[config.mk]
export PLATFORM = sky130hd
export DESIGN_NAME = pipeline_stall_controller_flat
export DESIGN_NICKNAME = d
export VERILOG_FILES = /design/src/rtl/pipeline_stall_controller_if.sv /design/src/rtl/pipeline_stall_controller.sv /design/src/flat_wrapper.sv
export SDC_FILE = /design/constraint.sdc
export NUM_CORES = 1
export LEC_CHECK = 0
export ABC_AREA = 1
export BUFFER_PORTS_ARGS = -buffer_cell sky130_fd_sc_hd__buf_4
export CORE_UTILIZATION = 50
export DETAILED_ROUTE_END_ITERATION = 8
export GPL_ROUTABILITY_DRIVEN = 0
export GPL_TIMING_DRIVEN = 0
export HOLD_SLACK_MARGIN = 0.02
export PLACE_DENSITY = 0.78
export SYNTH_ARGS = -nofsm -noshare
export SYNTH_HDL_FRONTEND = slang
export SYNTH_SLANG_ARGS = --single-unit
[constraint.sdc]
create_clock -name clk -period 1.8 [get_ports clk]
set_input_delay 0.54 -clock clk [delete_from_list [all_inputs] [get_ports clk]]
set_output_delay 0.54 -clock clk [all_outputs]
set_load 0.03 [all_outputs]
[src/rtl/pipeline_stall_controller_if.sv]
// Pipeline-control bundle between the hazard/branch/memory stages and the
// stall controller.
//   master : pipeline side, drives the hazard/branch/SRAM status, reads controls
//   slave  : stall controller, reads status, drives freeze/flush controls and stats
// Signals:
//   hazard_detected, branch_taken, mem_req, sram_ready : stage status inputs
//   freeze_pc, freeze_if_id, bubble_id_exe, flush_if_id, freeze_back : controls
//   mem_timeout : sticky SRAM watchdog fault
//   stall_count, flush_count : saturating statistics, CNT_W bits
interface pipeline_stall_controller_if #(
    parameter int unsigned CNT_W = 16
);
    logic             hazard_detected;
    logic             branch_taken;
    logic             mem_req;
    logic             sram_ready;
    logic             freeze_pc;
    logic             freeze_if_id;
    logic             bubble_id_exe;
    logic             flush_if_id;
    logic             freeze_back;
    logic             mem_timeout;
    logic [CNT_W-1:0] stall_count;
    logic [CNT_W-1:0] flush_count;

    modport master (
        output hazard_detected, branch_taken, mem_req, sram_ready,
        input  freeze_pc, freeze_if_id, bubble_id_exe, flush_if_id, freeze_back,
        input  mem_timeout, stall_count, flush_count
    );

    modport slave (
        input  hazard_detected, branch_taken, mem_req, sram_ready,
        output freeze_pc, freeze_if_id, bubble_id_exe, flush_if_id, freeze_back,
        output mem_timeout, stall_count, flush_count
    );
endinterface

[src/rtl/pipeline_stall_controller.sv]
// Central stall/flush sequencer for a 5-stage pipeline.
// Merges the ID data-hazard flag, the EXE taken-branch flag and the MEM SRAM
// handshake into per-register freeze/flush controls, watches SRAM waits with a
// watchdog (sticky fault after TIMEOUT wait cycles) and keeps saturating
// stall/flush statistics.
// Ports:
//   clk  : rising-edge clock
//   rst  : synchronous active-high reset
//   ctl  : pipeline_stall_controller_if.slave (status in, controls/stats out)
// Controls are combinational from state and inputs; stats and mem_timeout are
// registered.
module pipeline_stall_controller #(
    parameter int unsigned TIMEOUT = 64,
    parameter int unsigned CNT_W   = 16
) (
    input logic                        clk,
    input logic                        rst,
    pipeline_stall_controller_if.slave ctl
);

    localparam int unsigned WaitW = $clog2(TIMEOUT + 1);

    localparam logic [WaitW-1:0] WaitOne = {{(WaitW-1){1'b0}}, 1'b1};
    localparam logic [WaitW-1:0] WaitMax = WaitW'(TIMEOUT);
    localparam logic [CNT_W-1:0] CntOne  = {{(CNT_W-1){1'b0}}, 1'b1};
    localparam logic [CNT_W-1:0] CntMax  = {CNT_W{1'b1}};

    typedef enum logic [1:0] {
        StRun     = 2'd0,
        StMemWait = 2'd1,
        StFault   = 2'd2
    } state_e;

    state_e           state_q, state_d;
    logic [WaitW-1:0] wait_cnt_q, wait_cnt_d;
    logic             timeout_q, timeout_d;
    logic [CNT_W-1:0] stall_count_q, stall_count_d;
    logic [CNT_W-1:0] flush_count_q, flush_count_d;

    logic mem_stall;
    logic freeze_pc, freeze_if_id, bubble_id_exe, flush_if_id, freeze_back;

    // A pending SRAM access only stalls while the watchdog has not tripped.
    assign mem_stall = ctl.mem_req & ~ctl.sram_ready & (state_q != StFault);

    // State register
    always_ff @(posedge clk) begin
        if (rst) begin
            state_q       <= StRun;
            wait_cnt_q    <= '0;
            timeout_q     <= 1'b0;
            stall_count_q <= '0;
            flush_count_q <= '0;
        end else begin
            state_q       <= state_d;
            wait_cnt_q    <= wait_cnt_d;
            timeout_q     <= timeout_d;
            stall_count_q <= stall_count_d;
            flush_count_q <= flush_count_d;
        end
    end

    // Next-state logic
    always_comb begin
        state_d    = state_q;
        wait_cnt_d = wait_cnt_q;
        timeout_d  = timeout_q;
        case (state_q)
            StRun: begin
                if (mem_stall) begin
                    state_d    = StMemWait;
                    wait_cnt_d = WaitOne;
                end
            end
            StMemWait: begin
                if (!mem_stall) begin
                    state_d    = StRun;
                    wait_cnt_d = '0;
                end else if (wait_cnt_q == WaitMax) begin
                    state_d   = StFault;
                    timeout_d = 1'b1;
                end else begin
                    wait_cnt_d = wait_cnt_q + WaitOne;
                end
            end
            StFault: begin
                // Absorbing until reset.
            end
            default: begin
                state_d    = StRun;
                wait_cnt_d = '0;
            end
        endcase
    end

    // Control outputs, priority: fault > memory stall > branch flush > hazard
    always_comb begin
        freeze_pc     = 1'b0;
        freeze_if_id  = 1'b0;
        bubble_id_exe = 1'b0;
        flush_if_id   = 1'b0;
        freeze_back   = 1'b0;
        if (rst) begin
            // All controls held low while in reset.
        end else if (state_q == StFault || mem_stall) begin
            freeze_pc    = 1'b1;
            freeze_if_id = 1'b1;
            freeze_back  = 1'b1;
        end else if (ctl.branch_taken) begin
            // PC loads the branch target; the ID instruction is squashed.
            flush_if_id   = 1'b1;
            bubble_id_exe = 1'b1;
        end else if (ctl.hazard_detected) begin
            freeze_pc     = 1'b1;
            freeze_if_id  = 1'b1;
            bubble_id_exe = 1'b1;
        end
    end

    // Saturating statistics
    always_comb begin
        stall_count_d = stall_count_q;
        flush_count_d = flush_count_q;
        if ((freeze_pc | freeze_back) && stall_count_q != CntMax) begin
            stall_count_d = stall_count_q + CntOne;
        end
        if (flush_if_id && flush_count_q != CntMax) begin
            flush_count_d = flush_count_q + CntOne;
        end
    end

    assign ctl.freeze_pc     = freeze_pc;
    assign ctl.freeze_if_id  = freeze_if_id;
    assign ctl.bubble_id_exe = bubble_id_exe;
    assign ctl.flush_if_id   = flush_if_id;
    assign ctl.freeze_back   = freeze_back;
    assign ctl.mem_timeout   = timeout_q;
    assign ctl.stall_count   = stall_count_q;
    assign ctl.flush_count   = flush_count_q;

endmodule

[src/flat_wrapper.sv]
// flat-port wrapper written by rule: the top's interface ports become plain ports
module pipeline_stall_controller_flat 
#(
    parameter int unsigned TIMEOUT = 64,
    parameter int unsigned CNT_W   = 16
)
  (clk, rst, ctl_hazard_detected, ctl_branch_taken, ctl_mem_req, ctl_sram_ready, ctl_freeze_pc, ctl_freeze_if_id, ctl_bubble_id_exe, ctl_flush_if_id, ctl_freeze_back, ctl_mem_timeout, ctl_stall_count, ctl_flush_count);
  pipeline_stall_controller_if #(.CNT_W(CNT_W)) ctl_i ();
  input logic clk;
  input logic rst;
  input wire logic [$bits(ctl_i.hazard_detected)-1:0] ctl_hazard_detected;
  input wire logic [$bits(ctl_i.branch_taken)-1:0] ctl_branch_taken;
  input wire logic [$bits(ctl_i.mem_req)-1:0] ctl_mem_req;
  input wire logic [$bits(ctl_i.sram_ready)-1:0] ctl_sram_ready;
  output wire logic [$bits(ctl_i.freeze_pc)-1:0] ctl_freeze_pc;
  output wire logic [$bits(ctl_i.freeze_if_id)-1:0] ctl_freeze_if_id;
  output wire logic [$bits(ctl_i.bubble_id_exe)-1:0] ctl_bubble_id_exe;
  output wire logic [$bits(ctl_i.flush_if_id)-1:0] ctl_flush_if_id;
  output wire logic [$bits(ctl_i.freeze_back)-1:0] ctl_freeze_back;
  output wire logic [$bits(ctl_i.mem_timeout)-1:0] ctl_mem_timeout;
  output wire logic [$bits(ctl_i.stall_count)-1:0] ctl_stall_count;
  output wire logic [$bits(ctl_i.flush_count)-1:0] ctl_flush_count;
  assign ctl_i.hazard_detected = ctl_hazard_detected;
  assign ctl_i.branch_taken = ctl_branch_taken;
  assign ctl_i.mem_req = ctl_mem_req;
  assign ctl_i.sram_ready = ctl_sram_ready;
  assign ctl_freeze_pc = ctl_i.freeze_pc;
  assign ctl_freeze_if_id = ctl_i.freeze_if_id;
  assign ctl_bubble_id_exe = ctl_i.bubble_id_exe;
  assign ctl_flush_if_id = ctl_i.flush_if_id;
  assign ctl_freeze_back = ctl_i.freeze_back;
  assign ctl_mem_timeout = ctl_i.mem_timeout;
  assign ctl_stall_count = ctl_i.stall_count;
  assign ctl_flush_count = ctl_i.flush_count;
  pipeline_stall_controller #(.TIMEOUT(TIMEOUT), .CNT_W(CNT_W)) u_core (.clk(clk), .rst(rst), .ctl(ctl_i));
endmodule
# Yosys cells after proc, flatten, opt, wreduce, memory -nomap -nowiden
# Cells that the tools add are included.
# op_classes
n_addsub	3
eq_ne	9
n_mux	20
bitwise_logic	5
n_reduce_logical	7
# ops
op	n
adder 16 x 1 -> 16 bit (second input constant)	2
inequality test 16 bit (second input constant)	2
two-way mux 7 bit	3
case mux 7 bit (3 select lines)	1
two-way mux 1 bit	12
AND reduction 3 bit	3
adder 7 x 1 -> 7 bit (second input constant)	1
== test 7 bit (second input constant)	1
two-way mux 2 bit	3
inequality test 3 bit (second input constant)	2
case mux 2 bit (3 select lines)	1
AND 1 bit	2
== test 2 x 1 -> 1 bit (second input constant)	1
== test 2 bit (second input constant)	1
logical AND 1 bit	2
logical NOT 2 bit	1
inequality test 2 x 1 -> 1 bit (second input constant)	1
inequality test 2 bit (second input constant)	1
inverter 1 bit	2
logical OR 1 bit	1
OR 1 bit	1
# word_totals
ff_bits	42
output_inout_bits	38
wordCells	49

# Depth between registers and ports, before layout
# logic_depth
depth_word	8
ltp_mapped	11

# Least setup slack after synthesis
# Ideal clock, no wire load.
# synth_timing
path_kind	in2out
start	input rst
end	output ctl_bubble_id_exe
t_arrival_ps	1587
setup_slack_ps	-327
stages	3
path_cell_list	buf_2 -> clkbuf_1 -> nor3_1
# synth_between
elab_chain_cells	1
# synth_lines
element	line_no	rtl
start: declaration	flat_wrapper.sv:10	input logic rst;
two-way mux 1 bit	pipeline_stall_controller.sv:103	if (rst) begin
end: declaration	flat_wrapper.sv:17	output wire logic [$bits(ctl_i.bubble_id_exe)-1:0] ctl_bubble_id_exe;
# No other way between the ends.

# Worst setup path after layout
# Ends and elaborated chain as after synthesis.

==> impl_metrics.py <==
metrics = {
    "run_status": {
        "outcome": "finished clean",
    },
    "power": {
        "p_switching_mw": 0.498,
        "p_int_mw": 1.33,
        "switching_share_pct": 27.2,
        "p_comb_share_pct": 11.8,
        "p_per_area_mw_per_mm2": 572,
        "seqPwrFrac_pct": 52.2,
        "fin_total_pwr_mw": 1.83,
        "power.clock.fraction_pct": 35.9,
        "ir_worst_vdd_mv": 0.488,
        "p_leak_nw": 1.27,
    },
    "layout": {
        "mostFrequentLayoutCell": "nand2_1",
        "multi_input_area_sq_mm": 0.00156,
        "drive_gt1_share_pct": 26.6,
        "nets": 456,
        "nFillCells": 449,
        "areaGrowthSynthToFinish_pct": 24.0,
        "diodes": 0,
        "final_cell_mix": "nand2_1 (120), nor2_1 (49), buf_4 (46)",
        "regArea_sq_um": 847,
        "design_area_sq_mm": 0.00320,
    },
    "setup_path": {
        "cp.arrival_ns": 1.22,
        "required_ns": 1.26,
        "reg2reg_depth": 10,
        "crit_path_end_kind": "output port",
        "rrSetupSlack_ns": 0.13,
        "crit_path_start_kind": "input port",
        "critPathCapture": "ctl_bubble_id_exe",
        "cp_max_fo": 10,
        "crit_type": "input port to output port",
        "reg2reg_from": "u_core.ctl.flush_count[1]$_SDFFE_PP0P_",
        "crit_start": "rst",
        "r2r-end": "u_core.ctl.flush_count[5]$_SDFFE_PP0P_",
    },
    "sta": {
        "skew_ns": 0.0104,
        "finalMaxSlewViolations": 0,
        "fin_ws_ns": 0.0436,
        "tns_ns": 0,
        "max_slew.worst_pin.slew_ns": 0.684,
        "max_freq_mhz": 569,
        "hold_viol_final": 0,
        "final-setup-viol-count": 0,
        "fin_crit_sh_pct": 97.6,
        "period_needed_ns": 1.76,
        "whs_ns": 0.458,
        "relSlewSlack_pct": 54.4,
    },
    "drt": {
        "viasPerCell": 5.11,
        "wl_per_cell_um": 11.9,
        "postRouteAntennaNets": 0,
        "drt_wl_total_um": 6090,
        "drc_errors": 0,
        "drt-pass1-iter-count": 4,
        "vias": 2626,
        "dr.first_iter.drc_count": 202,
    },
    "synth": {
        "yosys.area.top_type": "dfxtp_1",
        "synthCells": 393,
        "syn_area_per_cell_sq_um": 6.58,
        "ys_ff_latch": 42,
        "ys_seq_area_share_pct": 32.5,
        "synthesis.area_sq_mm": 0.00258,
        "synth_cell_types": 29,
        "synth_warnings": 0,
        "synth.area.top_cells": "dfxtp_1 (33%), nand2_1 (18%), nor2_1 (7.1%)",
        "syn-num-nets": 403,
        "synth_top_area_share_pct": 32.5,
    },
    "global_routing": {
        "antenna_found_initial": 0,
        "groute.usage.overall_pct": 24.8,
        "grt_pass1_wl_um": 10600,
        "grt_max_degree": 14,
        "first_global_vias": 2406,
        "overflow": 0,
    },
    "min_path": {
        "hp-start": "u_core.ctl.mem_timeout$_SDFFE_PP0P_",
        "hold_path_class": "register to register",
    },
    "clock_network": {
        "clkTransAtPathRegs_ns": 0.08,
        "cts_htree_levels": 2,
        "numClockSinks": 42,
        "numCtsBuffers": 5,
        "clk_latency_ns": 0.30,
        "cts.path.max_buffers": 2,
        "ctsHoldBuffers": 0,
        "cts_tree": "done",
        "cts_root_buf": "clkbuf_8",
    },
    "floorplan": {
        "num_rows": 25,
        "initial_core_util_pct": 53.3,
        "core-area_sq_mm": 0.00485,
        "die_height_um": 73.9,
        "die_x_um": 73.9,
        "io_pins": 44,
        "fp.dieArea_sq_mm": 0.00546,
    },
    "place": {
        "dpl_cell_area_sq_mm": 0.00300,
        "dpl_worst_slack_ns": -0.194,
        "dp_hpwl_um": 4460,
        "io_buffers": 42,
    },
    "job": {
        "timing.max_cap.violations": 0,
    },
}
## worst min-delay path by stage
| stage | to | slack (ns) | cells past startpoint |
|---|---|---|---|
| 6_report | u_core.ctl.mem_timeout$_SDFFE_PP0P_ | 0.46 | 2 |
| 4_1_cts | u_core.ctl.mem_timeout$_SDFFE_PP0P_ | 0.46 | 2 |
| 3_3_place_gp | u_core.ctl.mem_timeout$_SDFFE_PP0P_ | 0.44 | 2 |
| 2_1_floorplan | u_core.wait_cnt_q[2]$_SDFFE_PP0P_ | 0.46 | 2 |
| 5_1_grt | u_core.ctl.mem_timeout$_SDFFE_PP0P_ | 0.49 | 2 |
| 3_5_place_dp | u_core.ctl.mem_timeout$_SDFFE_PP0P_ | 0.44 | 2 |
## power by group through the flow
stage	combinational (mW)	clock, mW	sequential (mW)
floorplan	0.121	0	0.987
global placement	0.190	0	0.976
detailed placement	0.194	0	0.976
CTS	0.207	0.673	0.954
global route	0.237	0.709	0.960
finish	0.217	0.659	0.957
## critical path: stages
cell,delay (ns)
buf_2,0.15
clkbuf_8,0.18
nor3_4,0.17
buf_4,0.18
## timing repair
action,CTS,global route
cloned,0,0
buffers inserted,1,3
endpoints found under the setup margin,5,27
pin swaps,1,2
gates resized for setup,17,10
## cell usage after synthesis, drive strengths merged
library cell and n:
nand2 139, nor2 56, dfxtp 42, inv 40, a21oi 36, nand3 23
nand4 13, o21ai 10, buf 8, xor2 7, xnor2 6, ha 4
clkbuf 3, nor3 3, a211oi 1, and2 1, o22ai 1
## routing by layer
| metal | global-route usage [%] | share of wire, % | wire length, um |
|---|---|---|---|
| met5 | 0 | 0 | 0 |
| met3 | 4.94 | 4.1 | 248 |
| met2 | 41.2 | 48 | 2910 |
| met4 | 9.19 | 1.4 | 85 |
| met1 | 31.6 | 47 | 2850 |
## stage by stage
| stage | instances | util, % |
|---|---|---|
| 6_report | 514 | 66.1 |
| 5_1_grt | 514 | 66.1 |
| 4_1_cts | 511 | 64.9 |
| 3_5_place_dp | 502 | 61.8 |
| 3_3_place_gp | 502 | 61.8 |
| 2_1_floorplan | 393 | - |
## cell type report
cell class / count / area share [%]
Buffer: 11 / 3.44
Clock buffer: 6 / 2.58
Clock inverter: 2 / 0.390
Inverter: 40 / 4.76
Multi-Input combinational cell: 300 / 48.8
Sequential cell: 42 / 26.4
Tap cell: 67 / 2.62
Timing Repair Buffer: 46 / 11.0
## state kept, by name, summed over array words and instances, names as in the netlist
signal                  flops
u_core.state_q              2
u_core.ctl.stall_count     16
u_core.wait_cnt_q           7
u_core.ctl.flush_count     16
u_core.ctl.mem_timeout      1
## cells by family after synthesis
logic type | count (synthesis) | share of synthesized area (%)
buf+inv | 51 | 9.39
fa+ha+maj | 4 | 1.94
xor+xnor | 13 | 4.40
simple gates | 235 | 40.9
flops | 42 | 32.5
compound gates | 48 | 10.9
Note: power is estimated with default switching activity, not from simulation.
